### src/rtl/psum_pkg.sv
// Shared types and defaults for the partial-sum collector and its output stages.
package psum_pkg;

    typedef enum logic [0:0] {
        ACCUM = 1'b0,
        DRAIN = 1'b1
    } psum_state_t;

    localparam int PSUM_W_DEF    = 10;
    localparam int OUT_W_DEF     = 12;
    localparam int ROWS_DEF      = 3;
    localparam int OFMAP_LEN_DEF = 3;

    // Counter width that stays legal when the count range collapses to a single value.
    function automatic int cnt_w(input int n);
        return (n > 1) ? $clog2(n) : 1;
    endfunction

endpackage

### src/rtl/psum_collector_if.sv
// Partial-sum input stream and ofmap output stream of the collector.
interface psum_collector_if #(
    parameter int PSUM_W = 10,
    parameter int OUT_W  = 12
);
    logic              psum_valid;
    logic              psum_ready;
    logic [PSUM_W-1:0] psum_data;
    logic              ofmap_valid;
    logic              ofmap_ready;
    logic [OUT_W-1:0]  ofmap_data;
    logic              ofmap_last;

    modport slave (
        input  psum_valid, psum_data, ofmap_ready,
        output psum_ready, ofmap_valid, ofmap_data, ofmap_last
    );

    modport master (
        output psum_valid, psum_data, ofmap_ready,
        input  psum_ready, ofmap_valid, ofmap_data, ofmap_last
    );
endinterface

### src/rtl/psum_sat.sv
// Combinational unsigned saturating width converter: clips to all-ones when narrowing.
module psum_sat #(
    parameter int IN_W  = 12,
    parameter int OUT_W = 12
) (
    input  logic [IN_W-1:0]  in_i,
    output logic [OUT_W-1:0] out_o
);

    generate
        if (OUT_W >= IN_W) begin : g_widen
            assign out_o = OUT_W'(in_i);
        end else begin : g_clip
            assign out_o = (|in_i[IN_W-1:OUT_W]) ? {OUT_W{1'b1}} : in_i[OUT_W-1:0];
        end
    endgenerate

endmodule

### src/rtl/psum_collector.sv
// Sums ROWS passes of row partial sums element-wise, then drains the saturated ofmap.
module psum_collector
    import psum_pkg::*;
#(
    parameter int PSUM_W    = PSUM_W_DEF,
    parameter int OUT_W     = OUT_W_DEF,
    parameter int ROWS      = ROWS_DEF,
    parameter int OFMAP_LEN = OFMAP_LEN_DEF
) (
    input  logic              clk,
    input  logic              rst_n,
    input  logic              clr,
    psum_collector_if.slave   bus,
    output logic              frame_done
);

    localparam int ACC_W = PSUM_W + $clog2(ROWS);
    localparam int IDX_W = cnt_w(OFMAP_LEN);
    localparam int ROW_W = cnt_w(ROWS);
    localparam logic [IDX_W-1:0] IDX_LAST = IDX_W'(OFMAP_LEN - 1);
    localparam logic [ROW_W-1:0] ROW_LAST = ROW_W'(ROWS - 1);

    psum_state_t      state_q, state_d;
    logic [IDX_W-1:0] idx_q, idx_d;
    logic [ROW_W-1:0] row_q, row_d;
    logic             psum_ready_q, psum_ready_d;
    logic             frame_done_q, frame_done_d;
    logic [ACC_W-1:0] acc_q [OFMAP_LEN];
    logic             acc_we_s;
    logic [ACC_W-1:0] acc_wdata_s;
    logic [OUT_W-1:0] sat_s;
    logic             psum_hs_s;
    logic             ofmap_hs_s;

    assign psum_hs_s   = bus.psum_valid & psum_ready_q;
    assign ofmap_hs_s  = bus.ofmap_valid & bus.ofmap_ready;
    // The first row pass overwrites, so stale buffer contents never leak into a frame.
    assign acc_wdata_s = (row_q == '0) ? ACC_W'(bus.psum_data)
                                       : acc_q[idx_q] + ACC_W'(bus.psum_data);

    psum_sat #(.IN_W(ACC_W), .OUT_W(OUT_W)) u_sat (
        .in_i  (acc_q[idx_q]),
        .out_o (sat_s)
    );

    assign bus.psum_ready  = psum_ready_q;
    assign bus.ofmap_valid = (state_q == DRAIN);
    assign bus.ofmap_data  = (state_q == DRAIN) ? sat_s : '0;
    assign bus.ofmap_last  = (state_q == DRAIN) && (idx_q == IDX_LAST);
    assign frame_done      = frame_done_q;

    // Next-state, counter and buffer-write decode; clr overrides any handshake.
    always_comb begin
        state_d      = state_q;
        idx_d        = idx_q;
        row_d        = row_q;
        psum_ready_d = psum_ready_q;
        frame_done_d = 1'b0;
        acc_we_s     = 1'b0;
        if (clr) begin
            state_d      = ACCUM;
            idx_d        = '0;
            row_d        = '0;
            psum_ready_d = 1'b1;
        end else begin
            case (state_q)
                ACCUM: begin
                    psum_ready_d = 1'b1;
                    if (psum_hs_s) begin
                        acc_we_s = 1'b1;
                        if (idx_q == IDX_LAST) begin
                            idx_d = '0;
                            if (row_q == ROW_LAST) begin
                                row_d        = '0;
                                state_d      = DRAIN;
                                psum_ready_d = 1'b0;
                            end else begin
                                row_d = row_q + ROW_W'(1);
                            end
                        end else begin
                            idx_d = idx_q + IDX_W'(1);
                        end
                    end else begin
                        acc_we_s = 1'b0;
                    end
                end
                DRAIN: begin
                    psum_ready_d = 1'b0;
                    if (ofmap_hs_s) begin
                        if (idx_q == IDX_LAST) begin
                            idx_d        = '0;
                            row_d        = '0;
                            state_d      = ACCUM;
                            psum_ready_d = 1'b1;
                            frame_done_d = 1'b1;
                        end else begin
                            idx_d = idx_q + IDX_W'(1);
                        end
                    end else begin
                        idx_d = idx_q;
                    end
                end
                default: begin
                    state_d      = ACCUM;
                    idx_d        = '0;
                    row_d        = '0;
                    psum_ready_d = 1'b0;
                end
            endcase
        end
    end

    // Control state registers.
    always_ff @(posedge clk or negedge rst_n) begin
        if (!rst_n) begin
            state_q      <= ACCUM;
            idx_q        <= '0;
            row_q        <= '0;
            psum_ready_q <= 1'b0;
            frame_done_q <= 1'b0;
        end else begin
            state_q      <= state_d;
            idx_q        <= idx_d;
            row_q        <= row_d;
            psum_ready_q <= psum_ready_d;
            frame_done_q <= frame_done_d;
        end
    end

    // Accumulation buffer.
    always_ff @(posedge clk or negedge rst_n) begin
        if (!rst_n) begin
            for (int i = 0; i < OFMAP_LEN; i++) begin
                acc_q[i] <= '0;
            end
        end else if (acc_we_s && !clr) begin
            acc_q[idx_q] <= acc_wdata_s;
        end else begin
            acc_q <= acc_q;
        end
    end

endmodule

### src/flat_wrapper.sv
// flat-port wrapper written by rule: the top's interface ports become plain ports
module psum_collector_flat import psum_pkg::*;
#(
    parameter int PSUM_W    = PSUM_W_DEF,
    parameter int OUT_W     = OUT_W_DEF,
    parameter int ROWS      = ROWS_DEF,
    parameter int OFMAP_LEN = OFMAP_LEN_DEF
)
  (clk, rst_n, clr, frame_done, bus_psum_valid, bus_psum_data, bus_ofmap_ready, bus_psum_ready, bus_ofmap_valid, bus_ofmap_data, bus_ofmap_last);
  psum_collector_if #(.PSUM_W(PSUM_W), .OUT_W(OUT_W)) bus_i ();
  input  logic clk;
  input  logic rst_n;
  input  logic clr;
  output logic frame_done;
  input wire logic [$bits(bus_i.psum_valid)-1:0] bus_psum_valid;
  input wire logic [$bits(bus_i.psum_data)-1:0] bus_psum_data;
  input wire logic [$bits(bus_i.ofmap_ready)-1:0] bus_ofmap_ready;
  output wire logic [$bits(bus_i.psum_ready)-1:0] bus_psum_ready;
  output wire logic [$bits(bus_i.ofmap_valid)-1:0] bus_ofmap_valid;
  output wire logic [$bits(bus_i.ofmap_data)-1:0] bus_ofmap_data;
  output wire logic [$bits(bus_i.ofmap_last)-1:0] bus_ofmap_last;
  assign bus_i.psum_valid = bus_psum_valid;
  assign bus_i.psum_data = bus_psum_data;
  assign bus_i.ofmap_ready = bus_ofmap_ready;
  assign bus_psum_ready = bus_i.psum_ready;
  assign bus_ofmap_valid = bus_i.ofmap_valid;
  assign bus_ofmap_data = bus_i.ofmap_data;
  assign bus_ofmap_last = bus_i.ofmap_last;
  psum_collector #(.PSUM_W(PSUM_W), .OUT_W(OUT_W), .ROWS(ROWS), .OFMAP_LEN(OFMAP_LEN)) u_core (.clk(clk), .rst_n(rst_n), .clr(clr), .bus(bus_i), .frame_done(frame_done));
endmodule
### config.mk
export PLATFORM = sky130hd
export DESIGN_NAME = psum_collector_flat
export DESIGN_NICKNAME = d
export VERILOG_FILES = /design/src/rtl/psum_pkg.sv /design/src/rtl/psum_collector_if.sv /design/src/rtl/psum_sat.sv /design/src/rtl/psum_collector.sv /design/src/flat_wrapper.sv
export SDC_FILE = /design/constraint.sdc
export NUM_CORES = 1
export LEC_CHECK = 0
export CAP_MARGIN = 10
export CORE_UTILIZATION = 37
export DETAILED_ROUTE_END_ITERATION = 10
export GPL_TIMING_DRIVEN = 0
export PLACE_DENSITY_LB_ADDON = 0.3
export SLEW_MARGIN = 10
export SYNTH_ARGS = -nofsm -noshare
export SYNTH_HDL_FRONTEND = slang
export SYNTH_SLANG_ARGS = --single-unit
export TNS_END_PERCENT = 5
### constraint.sdc
create_clock -name clk -period 3.2 [get_ports clk]
set_input_delay 0.32 -clock clk [delete_from_list [all_inputs] [get_ports clk]]
set_output_delay 0.32 -clock clk [all_outputs]
set_load 0.1 [all_outputs]
==> reports/metrics.csv <==
stage;metric;value;unit
outcome;status;completed;
power;register share of total power;41.5;%
place;dpl ws;-0.236;ns
final_layout;layout cell share with drive strength beyond 1;9.09;%
hold_path;HP Class;input port to asynchronous set/reset pin;
power;clock share of power;16.9;%
synth;Synth area leaders;dfrtp_1 40%, o21ai_0 6.0%, nand2_1 5.7%;
detailed_routing;DRC violations left;0;
synth;sequential area share after synthesis;40.1;%
power;Sw Ratio;38.0;%
final_layout;post-route insts no fill;437;
detailed_routing;post-DR wirelength/cell;15.8;um
detailed_routing;initial DRC count;138;
grt;M3 GR Usage;3.70;%
floorplan;area of the core;0.00691;mm^2
synth;Netlist cell types;56;
setup_path;Data arrival, critical path;2.76;ns
clocking;H-tree levels;2;
synth;mean post-synth cell area;8.87;um^2
setup_path;Critical Path Max Stage Delay;1.13;ns
setup_path;R2R depth;14;
synth;share of the synthesized area in the top cell type;40.1;%
grt;busiest layer in global routing;met2;
timing;setup violators final;0;
timing;Max-slew headroom;35.0;%
power;Worst VDD drop;0.000350;V
synth;mux contribution to synthesized area;8.80;%
setup_path;CP max FO;8;
clocking;clk buf depth;2;
detailed_routing;WL final;6.92;mm
synth;Yosys reg bits;43;
synth;Synth async-reset ratio;100;%
synth;Synth area leader;dfrtp_1;
synth;Top FF cell, synth;dfrtp_1;
grt;GR Layer Usage met1;26.1;%
synth;Synth Area in XOR/XNOR;0.978;%
timing;Max Clock Skew;0.00617;ns
timing;Period minus WS final;3.08;ns
timing;Slew Limit Fails;0;
final_layout;post-route cell area;0.00323;mm^2
floorplan;FP Rows;30;
floorplan;Die Y;87.2;um
setup_path;CP cell instances;buf_4 > mux2i_1 > o2bb2ai_1 > and2_1 > clkdlybuf4s50_1;
synth;post-synthesis cell area;0.00269;mm^2
setup_path;CP top delay family;buffers and inverters;
timing;fin crit share;96.3;%
synth;main combinational cell family by area after synthesis;compound AO/OA/AOI/OAI gates;
power;power per cell area;604;mW/mm^2
power;Logic pwr share;41.6;%
timing;Total Neg Setup Slack;0;ns
place;placed instance count;430;
detailed_routing;drt pass-1 iters;5;
place;DP HPWL;4.88;mm
synth;Synth Instances;303;
grt;first-pass GRT wire length;11.2;mm
synth;most common cell in the netlist;dfrtp_1;
final_layout;NumNets Final;368;
final_layout;number of inserted diodes;0;
setup_path;reg-to-reg endpoint;u_core.acc_q[20];
timing;setup ws final;0.117;ns
floorplan;Die Area;0.00760;mm^2
clocking;clock slew at reported path FFs;0.08;ns
setup_path;startpoint class of the critical path;register;
setup_path;CP Class;register to output port;
floorplan;Starting Density;38.9;%
timing;fmax;324;MHz
clocking;clk sink count;43;
synth;Post-synth EDFFs;0;
clocking;Clock Tree Root;clkbuf_8;
grt;total track usage;19.9;%
grt;vias in the first global route;2222;
detailed_routing;drt via density;5.30;
final_layout;Fillers;688;
detailed_routing;vias;2318;
place;Port Buffers;30;
synth;fraction of the mapped netlist area in simple logic gates;20.1;%
synth;post-synthesis compound-gate area fraction;21.3;%
timing;unrepaired setup endpoints after global routing;no;
setup_path;CP max-delay cell;clkdlybuf4s50_1;
timing;endpoints failing hold;0;
grt;pin count of the biggest net entering global routing;27;
grt;grt total ovfl;0;
setup_path;r2r setup slk;0.17;ns
floorplan;Ports;31;
power;Psw;0.740;mW
clocking;CTS tree;done;
place;DP Area;0.00312;mm^2
synth;top post-synthesis cells by count;43 x dfrtp_1, 41 x nand2_1, 32 x o21ai_0;
grt;antenna violations before repair;0;
setup_path;WP buf/inv;2;
synth;Yosys warnings;0;
final_layout;synthesis-to-finish area growth;20.2;%
synth;Post-Syn Nets;329;
place;gpl congestion;0.826;
clocking;Clk Latency, worst-skew pair;0.31;ns
setup_path;RR Startpoint;u_core.idx_q[1];
timing;worst-margin pin slew;0.972;ns
setup_path;Req. time, crit path;2.88;ns
detailed_routing;post-route ant nets;0;
grt;grt met2 use;32.2;%
floorplan;Die X;87.2;um
synth;Synth Area in Adders;5.40;%
job;maximum capacitance violations;0;
power;Cell Int Power;1.21;mW
setup_path;crit end category;output port;
clocking;CTS Buf Count;5;
power;leak pwr;1.42;nW
## sequential cells by signal (all words and copies together) (netlist names)
| register | count |
|---|---|
| u_core.idx_q | 2 |
| u_core.acc_q | 36 |
| u_core.bus.psum_ready | 1 |
| u_core.frame_done | 1 |
| u_core.row_q | 2 |
| u_core.bus.ofmap_valid | 1 |
## cells in the final DEF (no fill, tap or decap), drive strengths merged, types with 2 or more instances in the layout
master          n
mux2i          15
o31a            3
ha             10
xor2            3
nor3            2
or2             2
o21ai          35
a21o            2
o21a            2
nor3b           2
nand2          41
a22oi           2
mux2            7
clkdlybuf4s50  25
nor2b           5
clkbuf         17
and2           14
a211oi          2
o31ai           3
dlymetal6s2s    3
nand3           4
a21boi          3
nand4           2
a22o            3
nor2           28
dfrtp          43
o2bb2ai         2
a21oi          26
inv             5
buf             8
nor4b           2
## worst max path at each step
stage	startpoint	endpoint	slack, ns	cells past startpoint
after floorplan	u_core.idx_q[1]	u_core.acc_q[20]	0.35	14
after global placement	u_core.idx_q[0]	u_core.acc_q[20]	-0.14	13
after detailed placement	u_core.idx_q[0]	u_core.acc_q[20]	-0.24	13
after CTS	u_core.idx_q[1]	bus_ofmap_data[2]	0.009	6
after global routing	u_core.idx_q[1]	u_core.acc_q[20]	0.02	14
final	u_core.idx_q[1]	bus_ofmap_data[10]	0.12	5
## cell type report
type | count | area (um^2) | share of cell area [%]
inverters | 5 | 18.8 | 0.581
repair buffers | 32 | 332 | 10.3
clock buffers | 6 | 72.6 | 2.25
multi-input cells | 238 | 1520 | 47.2
plain buffers | 17 | 83.8 | 2.60
well taps | 96 | 120 | 3.72
flip-flops and latches | 43 | 1080 | 33.4
## power by group through the flow
| stage | Combinational [mW] | Sequential, mW | Clock, mW |
|---|---|---|---|
| after floorplan | 0.618 | 0.792 | 0 |
| after global placement | 0.772 | 0.809 | 0 |
| after detailed placement | 0.796 | 0.813 | 0 |
| after CTS | 0.802 | 0.805 | 0.338 |
| after global routing | 0.920 | 0.829 | 0.355 |
| final | 0.811 | 0.808 | 0.330 |
## per-layer routing
metal,share of wire [%],vias up
met4,1.6,0
li1,-,1151
met1,45,1094
met3,6.1,8
met5,0,-
met2,47,65
## repair_timing
item                                    CTS  global route
gates resized for setup                   3            12
gates cloned                              0             0
endpoints found under the hold margin    17             0
endpoints found under the setup margin   19            21
setup buffers                             0             0
hold buffers                              1             0
## cells by family (layout without fill, tap and decap cells)
kind of cell,after synthesis,in the layout
flip-flops,43,43
AND/OR/NAND/NOR,110,110
XOR/XNOR,3,3
multiplexers,22,22
buffers and inverters,22,60
adder cells (fa/ha/maj),11,11
AO/OA/AOI/OAI,92,92
## stage by stage
step | util (%) | hold WS, ns | power, mW
after floorplan | - | 0.0244 | 1.41
after global placement | 45.0 | 0.459 | 1.58
after detailed placement | 45.2 | 0.288 | 1.61
after CTS | 46.4 | 0.483 | 1.94
after global routing | 46.7 | 0.510 | 2.10
final | 46.7 | 0.482 | 1.95
(Power assumes the default switching activity.)
==> RTL edit: new RTL, same flow settings <==
Set the package constant `ROWS_DEF` to 5 (it was 3).
--- a/src/rtl/psum_pkg.sv
+++ b/src/rtl/psum_pkg.sv
@@ -10,3 +10,3 @@
     localparam int OUT_W_DEF     = 12;
-    localparam int ROWS_DEF      = 3;
+    localparam int ROWS_DEF      = 5;
     localparam int OFMAP_LEN_DEF = 3;
Check against the original RTL: same outputs for any inputs over 10 cycles, from zero or initial values and one cycle with rst_n low; that may be too few to reach the edited logic, so the function may still have changed.
==> RTL edit against the original RTL <==
The run now ends with negative hold slack left. Synthesized cell count up 2.0%. Sequential cell count is 4 higher. Cell count up 2.1%. Setup slack worse by 0.11 ns. Maximum frequency shrank 3.4%. Power is 12% higher. Routed wire length up 5.5%. Design area grew 1.5%. Count of clock-buffer cells in the layout did not move. Synthesized area increased by 3.1%. Worst hold slack lost 0.50 ns. Die area increased by 3.1%. Critical path depth increased by 1. Largest cell class unchanged. Highest routed layer unchanged.
==> RTL edit: results (changes against the original RTL) <==
Outcome
  – Status: finished, violations left (was completed)
  – Violated checks: negative hold slack

Place
  – Placer congestion estimate: 0.817 (was 0.826)
  – Cell total after placement: 438 (was 430)
  – Buffers on Ports: 29 (was 30)
  – Dpl hpwl: 5.21 mm (was 4.88 mm)
  – Dpl cell area: 3200 µm² (was 3120 µm²)

Route
  – DRT iter0 DRCs: 147 (was 138)
  – Met3 WL: 370 µm (was 424 µm)
  – Metal-1 WL: 3.31 mm (was 3.10 mm)
  – Detailed-route vias per instance: 5.39 (was 5.30)
  – Routed WL: 7.30 mm (was 6.92 mm)

Power and ir drop
  – Pint: 1.32 mW (was 1.21 mW)
  – VDD IR max: 0.325 mV (was 0.350 mV)
  – LEAKAGE: 1.46 nW (was 1.42 nW)

Critical path
  – Reg2Reg Depth: 12 (was 14)
  – Worst R2R End: u_core.acc_q[35] (was u_core.acc_q[20])
  – Peak per-stage delay on the critical path: 0.81 ns (was 1.13 ns)
  – Slack of the worst reg-to-reg path: 0.10 ns (was 0.17 ns)
  – Worst reg2reg startpoint: u_core.idx_q[0] (was u_core.idx_q[1])
  – Worst-path fanout max: 10 (was 8)
  – CP max-delay cell: clkdlybuf4s15_1 (was clkdlybuf4s50_1)

GRT
  – Initial antenna violation count: 0 (unchanged)
  – First-pass GRT wire length: 12.0 mm (was 11.2 mm)
  – Vias in the first global route: 2297 (was 2222)
  – Largest net degree at the start of global routing: 28 (was 27)

Layout
  – Layout Utilization: 45.2% (was 46.7%)
  – Layout net count: 374 (was 368)
  – Share of cells above drive strength 1: 11.2% (was 9.09%)
  – Top flop regs: u_core.acc_q (39), u_core.row_q (3), u_core.idx_q (2) (was u_core.acc_q (36), u_core.idx_q (2), u_core.row_q (2))
  – Fillers: 722 (was 688)

Yosys
  – Top post-synthesis cells by area: dfrtp_1 42%, o21ai_0 8.7%, nand2_1 8.1% (was dfrtp_1 40%, o21ai_0 6.0%, nand2_1 5.7%)
  – Syn_area_per_cell: 8.96 µm² (was 8.87 µm²)
  – Sequential fraction of the synthesis area: 42.5% (was 40.1%)
  – Top cells by count, synth: 60 x nand2_1, 48 x o21ai_0, 47 x dfrtp_1, 20 x mux2i_1, 14 x nor2_1 (was 43 x dfrtp_1, 41 x nand2_1, 32 x o21ai_0, 28 x nor2_1, 25 x a21oi_1)
  – Syn_nets: 337 (was 329)
  – Unique cell type count in the Yosys netlist: 39 (was 56)

Clock tree
  – Post-CTS sizing: 13 (was 3)
  – CTS Buffer Depth: 2 (unchanged)
  – H-tree depth: 2 (unchanged)

STA
  – Worst hold slack: -0.0181 ns (was 0.482 ns)
  – Clock skew: 0.00949 ns (was 0.00617 ns)
  – Final hold violations: 20 (was 0)
  – Minimum clock period after layout: 3.19 ns (was 3.08 ns)
  – Slew headroom: 34.9% (was 35.0%)
RTL edit: cell count changes after synthesis, moves of 4 or more:
cell,change
nand2_1,+19
mux2i_1,+5
o21ai_0,+16
dfrtp_1,+4
nor2_1,-14
o21a_1,+10
a21oi_1,-12
xnor2_1,+7
and2_1,-11
RTL edit: worst max-delay path, delay by kind of cell (launching register included):
kind / cells / cell delay (ns)
mux: 1 / 0.13
flops: 1 / 0.36
buf+inv: 3 / 1.41
compound gates: 2 / 0.66
RTL edit: worst max-delay path by stage:
| stage | endpoint | slack (ns) | cells past startpoint |
|---|---|---|---|
| 6_report | bus_ofmap_data[5] | 0.009 | 6 |
| 5_1_grt | bus_ofmap_data[5] | -0.12 | 6 |
| 4_1_cts | u_core.acc_q[35] | -0.05 | 12 |
| 3_5_place_dp | u_core.acc_q[12] | -0.17 | 12 |
| 3_3_place_gp | u_core.acc_q[12] | -0.16 | 13 |
| 2_1_floorplan | u_core.acc_q[38] | 0.45 | 11 |
RTL edit: final cells by class:
type	instances	area share [%]
multi-input combinational	238	46.2
clock buffer	6	2.22
timing repair buffer	30	8.10
inverter	6	0.688
buffer	18	2.71
tap	99	3.78
sequential	47	35.9
clock inverter	2	0.382
RTL edit: power by group through the flow:
stage	sequential, mW	clock (mW)	combinational [mW]
floorplan	0.872	0	0.691
global placement	0.889	0	0.889
detailed placement	0.899	0	0.913
CTS	0.887	0.358	0.918
global route	0.914	0.382	1.06
finish	0.889	0.357	0.938
RTL edit: kinds of logic after synthesis:
logic type,share of synthesized area (%)
compound gates,21.1
xor+xnor,2.85
fa+ha+maj,6.14
buf+inv,3.61
flops,42.5
mux,9.26
simple gates,14.5
RTL edit: layer usage:
metal,track usage [%],up-vias
met5,0,-
met4,6.01,0
met3,3.26,10
met2,32.7,71
met1,29.1,1169
li1,-,1155
